--- config.mk ---
export PLATFORM = sky130hd
export DESIGN_NAME = sccb_arbiter
export DESIGN_NICKNAME = d
export VERILOG_FILES = /design/src/rtl/sccb_arbiter.sv
export SDC_FILE = /design/constraint.sdc
export NUM_CORES = 1
export LEC_CHECK = 0
export ABC_AREA = 0
export CAP_MARGIN = 0
export CORE_MARGIN = 1.5
export CORE_UTILIZATION = 37
export CTS_BUF_LIST = sky130_fd_sc_hd__clkbuf_2 sky130_fd_sc_hd__clkbuf_4 sky130_fd_sc_hd__clkbuf_8
export DETAILED_ROUTE_END_ITERATION = 10
export MAX_ROUTING_LAYER = met4
export PLACE_DENSITY_LB_ADDON = 0.15
export SYNTH_ARGS = -nofsm -noshare
export SYNTH_HDL_FRONTEND = slang
export SYNTH_SLANG_ARGS = --single-unit
export TNS_END_PERCENT = 20
--- constraint.sdc ---
create_clock -name clk -period 1.5 [get_ports clk]
set_input_delay 0.3 -clock clk [delete_from_list [all_inputs] [get_ports clk]]
set_output_delay 0.3 -clock clk [all_outputs]
set_load 0.01 [all_outputs]
--- src/rtl/sccb_arbiter.sv ---
`timescale 1ns/1ps
// Purpose: round-robin arbiter sharing one SCCB master between two requesters.
// Latency: reqN -> ena in 1 cycle; doneN one cycle after busy falls.
// Backpressure: reqN is level-held until doneN; the loser waits in IDLE.
//
// Ports: clk/rst_n (async active-low); req/addr/sub_addr/data_wr/rw per
// requester in; done/rdata/err per requester out; ena/rw/addr/sub_addr/data_wr
// to the SCCB master; busy/ack_err/data_rd back from it.
// Optional feature: define SCCB_ARB_TIMEOUT_EN to abort a transaction that
// spends TIMEOUT_CYCLES in GRANT+WAIT (reported as err=1, rdata=0x00).
module sccb_arbiter #(
  parameter int TIMEOUT_CYCLES = 65535
) (
  input  logic       clk,
  input  logic       rst_n,
  input  logic       req0,
  input  logic       req1,
  input  logic [7:0] addr0,
  input  logic [7:0] addr1,
  input  logic [7:0] sub_addr0,
  input  logic [7:0] sub_addr1,
  input  logic [7:0] data_wr0,
  input  logic [7:0] data_wr1,
  input  logic       rw0,
  input  logic       rw1,
  output logic       done0,
  output logic       done1,
  output logic [7:0] rdata0,
  output logic [7:0] rdata1,
  output logic       err0,
  output logic       err1,
  output logic       ena,
  output logic       rw,
  output logic [7:0] addr,
  output logic [7:0] sub_addr,
  output logic [7:0] data_wr,
  input  logic       busy,
  input  logic       ack_err,
  input  logic [7:0] data_rd
);

  typedef enum logic [1:0] {
    IDLE  = 2'd0,
    GRANT = 2'd1,
    WAIT  = 2'd2,
    DONE  = 2'd3
  } state_t;

  state_t     state_q, state_d;
  logic       gnt_q, gnt_d;    // port currently being served
  logic       last_q, last_d;  // port served most recently
  logic       rw_q, rw_d;
  logic [7:0] addr_q, addr_d;
  logic [7:0] sub_addr_q, sub_addr_d;
  logic [7:0] data_wr_q, data_wr_d;
  logic [7:0] rdata0_q, rdata0_d;
  logic [7:0] rdata1_q, rdata1_d;
  logic       err0_q, err0_d;
  logic       err1_q, err1_d;
  logic       pick;
  logic       timeout;

`ifdef SCCB_ARB_TIMEOUT_EN
  logic [15:0] cnt_q, cnt_d;

  assign timeout = (cnt_q == 16'(TIMEOUT_CYCLES));

  // Zero while idle so it starts from 0 on entering GRANT; counts every
  // GRANT/WAIT cycle. DONE leaves it alone, IDLE clears it again.
  always_comb begin
    cnt_d = cnt_q;
    if (state_q == IDLE) begin
      cnt_d = '0;
    end else if (state_q != DONE) begin
      cnt_d = cnt_q + 16'd1;
    end
  end

  always_ff @(posedge clk or negedge rst_n) begin
    if (!rst_n) begin
      cnt_q <= '0;
    end else begin
      cnt_q <= cnt_d;
    end
  end
`else
  localparam int TIMEOUT_CYCLES_UNUSED = TIMEOUT_CYCLES;
  assign timeout = 1'b0;
`endif

  // Both requesting: the one not served last wins. Otherwise whoever asks.
  assign pick = (req0 && req1) ? ~last_q : req1;

  always_comb begin
    state_d    = state_q;
    gnt_d      = gnt_q;
    last_d     = last_q;
    rw_d       = rw_q;
    addr_d     = addr_q;
    sub_addr_d = sub_addr_q;
    data_wr_d  = data_wr_q;
    rdata0_d   = rdata0_q;
    rdata1_d   = rdata1_q;
    err0_d     = err0_q;
    err1_d     = err1_q;

    unique case (state_q)
      IDLE: begin
        if (req0 || req1) begin
          state_d    = GRANT;
          gnt_d      = pick;
          rw_d       = pick ? rw1       : rw0;
          addr_d     = pick ? addr1     : addr0;
          sub_addr_d = pick ? sub_addr1 : sub_addr0;
          data_wr_d  = pick ? data_wr1  : data_wr0;
        end
      end
      GRANT: begin
        if (timeout) begin
          state_d = DONE;
          if (gnt_q) begin rdata1_d = 8'h00; err1_d = 1'b1; end
          else       begin rdata0_d = 8'h00; err0_d = 1'b1; end
        end else if (busy) begin
          state_d = WAIT;
        end
      end
      WAIT: begin
        // A completion seen on the same cycle as the timeout wins.
        if (!busy) begin
          state_d = DONE;
          if (gnt_q) begin rdata1_d = data_rd; err1_d = ack_err; end
          else       begin rdata0_d = data_rd; err0_d = ack_err; end
        end else if (timeout) begin
          state_d = DONE;
          if (gnt_q) begin rdata1_d = 8'h00; err1_d = 1'b1; end
          else       begin rdata0_d = 8'h00; err0_d = 1'b1; end
        end
      end
      DONE: begin
        last_d  = gnt_q;
        state_d = IDLE;
      end
      default: state_d = IDLE;
    endcase
  end

  always_ff @(posedge clk or negedge rst_n) begin
    if (!rst_n) begin
      state_q    <= IDLE;
      gnt_q      <= 1'b0;
      last_q     <= 1'b1;
      rw_q       <= 1'b0;
      addr_q     <= 8'h00;
      sub_addr_q <= 8'h00;
      data_wr_q  <= 8'h00;
      rdata0_q   <= 8'h00;
      rdata1_q   <= 8'h00;
      err0_q     <= 1'b0;
      err1_q     <= 1'b0;
    end else begin
      state_q    <= state_d;
      gnt_q      <= gnt_d;
      last_q     <= last_d;
      rw_q       <= rw_d;
      addr_q     <= addr_d;
      sub_addr_q <= sub_addr_d;
      data_wr_q  <= data_wr_d;
      rdata0_q   <= rdata0_d;
      rdata1_q   <= rdata1_d;
      err0_q     <= err0_d;
      err1_q     <= err1_d;
    end
  end

  // Strobes decode straight from registered state, so reset kills them at once.
  assign ena      = (state_q == GRANT);
  assign done0    = (state_q == DONE) && !gnt_q;
  assign done1    = (state_q == DONE) &&  gnt_q;
  assign rw       = rw_q;
  assign addr     = addr_q;
  assign sub_addr = sub_addr_q;
  assign data_wr  = data_wr_q;
  assign rdata0   = rdata0_q;
  assign rdata1   = rdata1_q;
  assign err0     = err0_q;
  assign err1     = err1_q;

endmodule

### Word level (Yosys, flattened, before mapping)

Index checks and enable logic that the tools add are counted.
Widths: inputs -> output; s select.

* $add $sub $neg: 0
* $mul: 0
* divide/modulo/power cells: 0
* order comparisons: 0
* eq/ne operators: 6
* shift-type cells: 0
* muxes and demuxes: 9
* bitwise logic cells: 3
* reduce and logical (&&, ||, !) cells: 10

Operators by type and width (number)
* $mux 8: 3
* $reduce_and 3->1: 3
* $pmux 2 s4: 1
* $mux 2: 3
* $eq 2x2->1 const B: 2
* $ne 2x2->1 const B: 2
* $logic_and 1x1->1: 3
* $not 1->1: 3
* $eq 2x1->1 const B: 1
* $logic_not 2->1: 1
* $mux 1: 2
* $ne 2x1->1 const B: 1
* $reduce_and 2->1: 1
* $logic_not 1->1: 1
* $logic_or 1x1->1: 1

* register bits: 47
* bits in latches: 0
* RAM bits: 0
* bits in read-only memories: 0
* input port bits: 64
* logic and storage cells: 39
* memories kept: 0

### Depth between registers and ports, before layout

Gate-level depths: netlist (run 1).

* depth after elaboration: 3
* gate-level depth with buffers: 6

### Worst setup path before layout (run 1)

No wires, ideal clock.

* kind: reg2reg
* from: register state_q[0]
* to: register err0_q (netlist: err0)
* library setup time: 125 ps
* arrival: 1429 ps
* required time: 1375 ps
* path slack: -54 ps
* stages on the path, launching flop included: 6
* path buffers: 1
* period minus slack after synthesis: 1554 ps
* path through: dfrtp_1 > inv_1 > ha_1 > nor3b_1 > buf_2 > mux2_2

* word-level cells in the longest chain between the ends: 2

RTL lines
* start, declared: line 49 `state_t state_q, state_d;`
* start signal, assigned: line 161 `state_q <= state_d;`
* $eq 2x2->1: line 107 `unique case (state_q)`
* $reduce_and 3->1 (no source line)
* end signal, assigned: line 170 `err0_q <= err0_d;`
* end, declared: line 58 `logic err0_q, err0_d;`

Every way passes these cells.
A chain may end at the register's enable or synchronous reset.

### Worst setup path after layout (run 1)

* from: register state_q[0]
* to: register rdata0_q[4] (netlist: rdata0[4])

* word-level cells in the longest chain between the ends: 2

RTL lines
* $eq 2x2->1: line 107
* $reduce_and 3->1 (no source line)
* end signal, assigned: line 168 `rdata0_q <= rdata0_d;`
* end, declared: line 56 `logic [7:0] rdata0_q, rdata0_d;`

Every way passes these cells.

==> results of run 1 <==
[worst paths after layout]
kind | to | start | slack (ps)
max in group asynchronous | last_q$_DFFE_PN1N_ | rst_n | 730
min in group clk | rdata1[0]$_DFFE_PN0P_ | rdata1[0]$_DFFE_PN0P_ | 510
hold reg to reg | rdata1[0]$_DFFE_PN0P_ | rdata1[0]$_DFFE_PN0P_ | 510
hold / removal | rdata1[4]$_DFFE_PN0P_ | rst_n | 500
setup / recovery | rdata0[4]$_DFFE_PN0P_ | state_q[0]$_DFFE_PN0P_ | -110
setup reg to reg | rdata0[4]$_DFFE_PN0P_ | state_q[0]$_DFFE_PN0P_ | -110
[metal layers]
metal | routed length [um] | up-vias | global-route usage
li1 | - | 940 | -
met1 | 2400 | 914 | 0.2373
met2 | 2927 | 68 | 0.3330
met3 | 343 | 10 | 0.05349
met4 | 100 | 0 | 0.06429
met5 | 0 | - | -
[synthesized netlist by cell type, drive strengths merged]
master / instances
a21bo: 1
a21boi: 1
a21oi: 50
a221oi: 1
a22o: 1
and2: 1
buf: 10
dfrtp: 46
dfstp: 1
ha: 5
inv: 2
mux2: 20
mux2i: 1
nand2: 25
nand3b: 1
nor2: 27
nor2b: 2
nor3b: 1
o21a: 1
o21ai: 1
[cell families (layout without fill, tap and decap cells)]
group,count (synthesis),in the layout,share of synthesized area
compound gates,56,56,0.1521
buf+inv,12,145,0.03341
fa+ha+maj,5,5,0.02983
simple gates,57,57,0.1110
mux,21,21,0.1122
flops,47,47,0.5615
[registers in the layout, indices dropped and copies added (netlist names)]
signal,cells
state_q,2
err0,1
addr,8
err1,1
last_q,1
rdata0,8
rdata1,8
rw,1
sub_addr,8
gnt_q,1
data_wr,8
[layout by cell type (no fill, tap or decap), drive strengths merged, types with 2 or more instances in the layout]
cell	count
nand2	25
clkbuf	5
clkdlybuf4s50	62
dfrtp	46
nor2	27
inv	2
ha	5
mux2	20
nor2b	2
dlymetal6s2s	9
clkinv	2
a21oi	50
buf	29
dlygate4sd2	34
[final cells by class]
class	instances	area [sq um]	area share
Timing Repair Buffer	135	1321	0.3634
Tap cell	72	90.09	0.02478
Multi-Input combinational cell	139	940.9	0.2588
Inverter	2	12.51	0.003441
Sequential cell	47	1177	0.3238
Clock inverter	3	25.02	0.006882
Clock buffer	5	68.82	0.01893
[power groups by stage]
stage	Clock, mW	Combinational [mW]	Sequential (mW)
final	0.788	3.57	2.27
after global routing	0.869	3.88	2.36
after CTS	0.817	3.53	2.27
after detailed placement	0	3.56	2.30
after global placement	0	3.51	2.28
after floorplan	0	1.30	2.56
[through the flow]
stage | hold slack [ps] | TNS, ps | power [mW]
floorplan | 4.409 | -46.73 | 3.858
global placement | 305.3 | -8262 | 5.791
detailed placement | 303.8 | -8832 | 5.866
CTS | 511.0 | -1929 | 6.619
global route | 517.5 | -3185 | 7.104
finish | 501.5 | -1438 | 6.633
[tightest hold or removal path, stage by stage]
cell and delay, ps:
dlygate4sd3_1 520, buf_2 120, buf_12 250
[timing repair]
| action | CTS | global route |
|---|---|---|
| resized for setup | 67 | 17 |
| buffers inserted | 4 | 1 |
| hold buffers | 1 | 0 |
| endpoints found under the setup margin | 56 | 58 |
| cloned | 1 | 0 |
| pin swaps | 2 | 2 |
| endpoints found under the hold margin | 46 | 0 |
==> summary.md, run 1 <==
| Metric | Value |
|---|---|
| Die ar. | `6129 sq um` |
| Buf/Inv on CP | `3` |
| Antenna-violating nets left | `0` |
| Placed insts | `388` |
| Initial antenna violation count | `0` |
| Leading area contributor after synthesis | `dfrtp_1` |
| Fillers | `478` |
| Worst path max stage delay | `410 ps` |
| Synth unique cells | `22` |
| Power per cell area | `1824 nW/um^2` |
| Seq/Total Area, Yosys | `0.5615` |
| Syn_area_per_cell | `10.59 sq um` |
| Via-to-Cell Ratio | `4.794` |
| Worst-path cell chain | `buf_6, inv_6, ha_4, nor3b_4, buf_6, mux2_4` |
| #FFs+latches synth | `47` |
| Crit-path slowest cell | `dfrtp_1` |
| Reg power frac | `0.343` |
| Leak | `1.712 nW` |
| Layout cell share with drive strength beyond 1 | `0.2085` |
| Peak VDD IR | `0.0007613 V` |
| Internal power | `4.264 mW` |
| Yosys warns | `0` |
| Final std cells w/o fill | `403` |
| Setup crit start kind | `flop` |
| Comb power frac | `0.538` |
| Worst rel slew slack | `0.8030` |
| # nets final | `399` |
| Syn_nets | `267` |
| Final worst setup slack | `-108.2 ps` |
| Core Util, Final | `0.6644` |
| Initial core utilization | `0.3832` |
| H-Tree Depth | `2` |
| Fmax | `0.6218 GHz` |
| Top Family by Delay on Critical Path | `flip-flops` |
| Number of I/O port buffers | `109` |
| Die H | `78.29 um` |
| Drt drc | `0` |
| Cells on worst reg2reg path | `6` |
| Period minus WS final | `1608 ps` |
| Largest net degree at the start of global routing | `48` |
| Cells after synthesis | `198` |
| Clock Sinks | `47` |
| Pins over their slew limit | `0` |
| Io pins | `110` |
| Switch Pwr | `2.369 mW` |
| Unrepaired setup endpoints after global routing | `true` |
| Worst skew pair latency | `300 ps` |
| Worst Hold Class | `input port to asynchronous set/reset pin` |
| Clock Power Share | `0.119` |
| Yosys top cell area share | `0.5489` |
| First-pass GRT wire length | `9259 um` |
| Most used cell, CP | `buf_6` |
| Rows | `27` |
| CTS tree | `yes` |
| Routability cong. | `0.8544` |
| Clock Path Buffers | `2` |
| CP arrival | `1800 ps` |
| Die width | `78.29 um` |
| Clock skew | `3.946 ps` |
| Clock-pin slew on the worst setup and hold paths | `90 ps` |
| GRT Residual Overflow | `0` |
| Crit Path Class | `flop to flop` |
| 1st-pass router iterations | `4` |
| Place WS | `-225.4 ps` |
| CP max FO | `5` |
| Run status | `finished with violations` |
| Vias in the first global route | `1969` |
| Post-Synthesis Cell Area | `2097 sq um` |
| GR Util All Layers | `0.2003` |
| Diode count | `0` |
| CTS Root Cell | `clkbuf_8` |
| Final WL | `5772 um` |
| Final-report setup violation count | `21` |
| Worst-margin pin slew | `295.5 ps` |
| Period utilization | `1.072` |
| TritonCTS Buffers | `5` |
| Via Count | `1932` |
| Failing checks | `negative setup slack` |
| Crit path capture type | `flop` |
| Wirelength per Cell | `14.32 um` |
| CORE AREA | `5473 sq um` |
| Critical Path RT | `1690 ps` |
| Post-DP Area | `3406 sq um` |
| Final Hold Vio Count | `0` |
| Switching share of power | `0.3572` |
| Area grow syn2layout | `73.39%` |
| Final Instance Area | `3636 sq um` |
| DR iter-0 viols | `48` |
| Max-cap check violation count | `0` |
| Top post-synthesis cells by area | `dfrtp_1 55%, a21oi_1 12%, mux2_2 10%` |
| Post-DP HPWL | `4059 um` |
| Levels on crit path | `6` |
Power figures use the tool's default switching activity.
==> run 2: changes to the inputs <==
CORE_UTILIZATION = 41   (was 37)
clock period = 1.6 ns   (was 1.5 ns; I/O delays follow)
==> run 2 against run 1 <==
  * The flow still finishes with violations (negative setup slack)
  * Setup slack improved by 86 ps
  * First-iteration DRC count rose by 58%
  * Combinational power is 2% higher
  * Sequential power is 5% lower
  * Sequential share of layout area increased by 0.078 points
  * Critical path depth unchanged
  * Clock power rose by 9.6%
  * Critical endpoint is now state_q[1]$_DFFE_PN0P_
  * Largest power group unchanged
==> summary.md, run 2 (synthesis results as in run 1) <==
| Metric | Value |
|---|---|
| Run status | `finished with violations` |
| Failing checks | `negative setup slack` |
| CTS tree | `yes` |
| H-Tree Depth | `2` |
| Die width | `74.52 um` |
| CORE AREA | `4817 sq um` |
| Cells on worst reg2reg path | `6` |
| Clock skew | `6.691 ps` |
| Final-report setup violation count | `6` |
| TritonCTS Buffers | `5` |
| Final WL | `5744 um` |
| Core Util, Final | `0.7530` |
| Final Hold Vio Count | `0` |
| Rows | `25` |
| Routability cong. | `0.8000` |
| Largest net degree at the start of global routing | `48` |
| Buf/Inv on CP | `3` |
| Period utilization | `1.014` |
| CTS Root Cell | `clkbuf_8` |
| Max-cap check violation count | `0` |
| Die ar. | `5552 sq um` |
| Initial core utilization | `0.4353` |
| Worst rel slew slack | `0.6545` |
| Top Family by Delay on Critical Path | `flip-flops` |
| Worst r2r src | `state_q[0]$_DFFE_PN0P_` |
| Initial antenna violation count | `0` |
| First-pass GRT wire length | `8769 um` |
| Worst-margin pin slew | `518.2 ps` |
| Crit path capture type | `flop` |
| GR Util All Layers | `0.2177` |
| Antenna-violating nets left | `0` |
| Io pins | `110` |
| Clock-pin slew on the worst setup and hold paths | `90 ps` |
| Unrepaired setup endpoints after global routing | `true` |
| Crit-path slowest cell | `dfrtp_1` |
| Wirelength per Cell | `14.62 um` |
| Commonest non-fill, non-tap cell in the layout | `clkdlybuf4s50_1` |
| # nets final | `394` |
| GRT Residual Overflow | `0` |
| Crit Path Class | `flop to flop` |
| Hold Path Depth | `1` |
| FF-to-FF setup slack | `-20 ps` |
| Diode count | `0` |
| CP arrival | `1800 ps` |
| Power per cell area | `1837 nW/um^2` |
| Peak VDD IR | `0.0009061 V` |
| Hold Path Sink | `err1$_DFFE_PN0P_` |
| Fmax | `0.6166 GHz` |
| 1st-pass router iterations | `4` |
| Drt drc | `0` |
| Clock Path Buffers | `2` |
| Final worst setup slack | `-21.69 ps` |
| DR iter-0 viols | `76` |
| Via-to-Cell Ratio | `4.906` |
| Pins over their slew limit | `0` |
| Setup crit start kind | `flop` |
| RR Endpoint | `state_q[1]$_DFFE_PN0P_` |
| Place WS | `-181.7 ps` |
| Most used cell, CP | `buf_6` |
| Hold Path Origin | `err1$_DFFE_PN0P_` |
| Via Count | `1928` |
| Vias in the first global route | `1885` |
| Clock Sinks | `47` |
| Leak | `1.563 nW` |
| Die H | `74.52 um` |
| Worst Hold Class | `flop to flop` |
| Period minus WS final | `1622 ps` |
| Critical Path RT | `1780 ps` |
| Number of I/O port buffers | `109` |
| Worst path max stage delay | `400 ps` |
| Most frequent cells in the layout | `104 x clkdlybuf4s50_1, 50 x a21oi_1, 46 x dfrtp_1, 27 x nor2_1, 25 x nand2_1` |
| Levels on crit path | `6` |
| Worst skew pair latency | `300 ps` |
| CP max FO | `3` |
| Layout cell share with drive strength beyond 1 | `0.2025` |
| Worst-path cell chain | `buf_6, inv_6, ha_4, buf_6, a221oi_4, mux2_4` |
| Post-DP HPWL | `3963 um` |
| Area grow syn2layout | `72.97%` |
## run 2: worst max-delay path by stage
stage                                       from                      to
after floorplan           state_q[0]$_DFFE_PN0P_        err0$_DFFE_PN0P_
after global placement                      req1  state_q[1]$_DFFE_PN0P_
after detailed placement                    req1     addr[2]$_DFFE_PN0P_
after CTS                 state_q[1]$_DFFE_PN0P_  state_q[1]$_DFFE_PN0P_
after global routing      state_q[0]$_DFFE_PN0P_   rdata0[3]$_DFFE_PN0P_
final                     state_q[0]$_DFFE_PN0P_  state_q[1]$_DFFE_PN0P_
## run 2: layout make-up
type / count / area (sq um)
clock buffers: 5 / 68.82
clock inverters: 3 / 43.79
fillers: 369 / 1190
inverters: 2 / 12.51
multi-input cells: 139 / 928.4
flip-flops and latches: 47 / 1177
well taps: 67 / 83.83
repair buffers: 130 / 1313
## run 2: metal layers
metal  GRT usage  part of all wire  vias to the layer above
met5           -                 0                        -
met4     0.06869             0.017                        0
met3     0.05691             0.066                       10
met2      0.3472              0.50                       93
met1      0.2715              0.41                      899
li1            -                 -                      926
## run 2: where the power goes
group	internal [mW]	leakage, nW	switching [mW]	total, mW
registers	1.80	0.540	0.358	2.16
clock network	0.465	0.0581	0.399	0.864
logic	2.15	0.965	1.49	3.64
## run 2: repair_timing
| item | in CTS | in global routing |
|---|---|---|
| hold buffers | 1 | 0 |
| resized for setup | 25 | 16 |
| setup endpoints to repair | 12 | 45 |
| cloned | 1 | 0 |
| endpoints found under the hold margin | 19 | 0 |
| pin swaps | 2 | 2 |
| buffers inserted | 4 | 1 |
## run 2: metrics by stage
| step | setup TNS, ps | cells | power [mW] | hold slack (ps) | instance area, sq um |
|---|---|---|---|---|---|
| final | -75.21 | 393 | 6.663 | 514.8 | 3627 |
| after global placement | -3259 | 378 | 5.344 | 320.5 | 3359 |
| after global routing | -577.2 | 393 | 7.096 | 524.5 | 3627 |
| after floorplan | 0 | 198 | 3.609 | 24.41 | 2097 |
| after CTS | -10.42 | 392 | 6.467 | 513.0 | 3556 |
| after detailed placement | -5214 | 378 | 5.446 | 318.5 | 3359 |
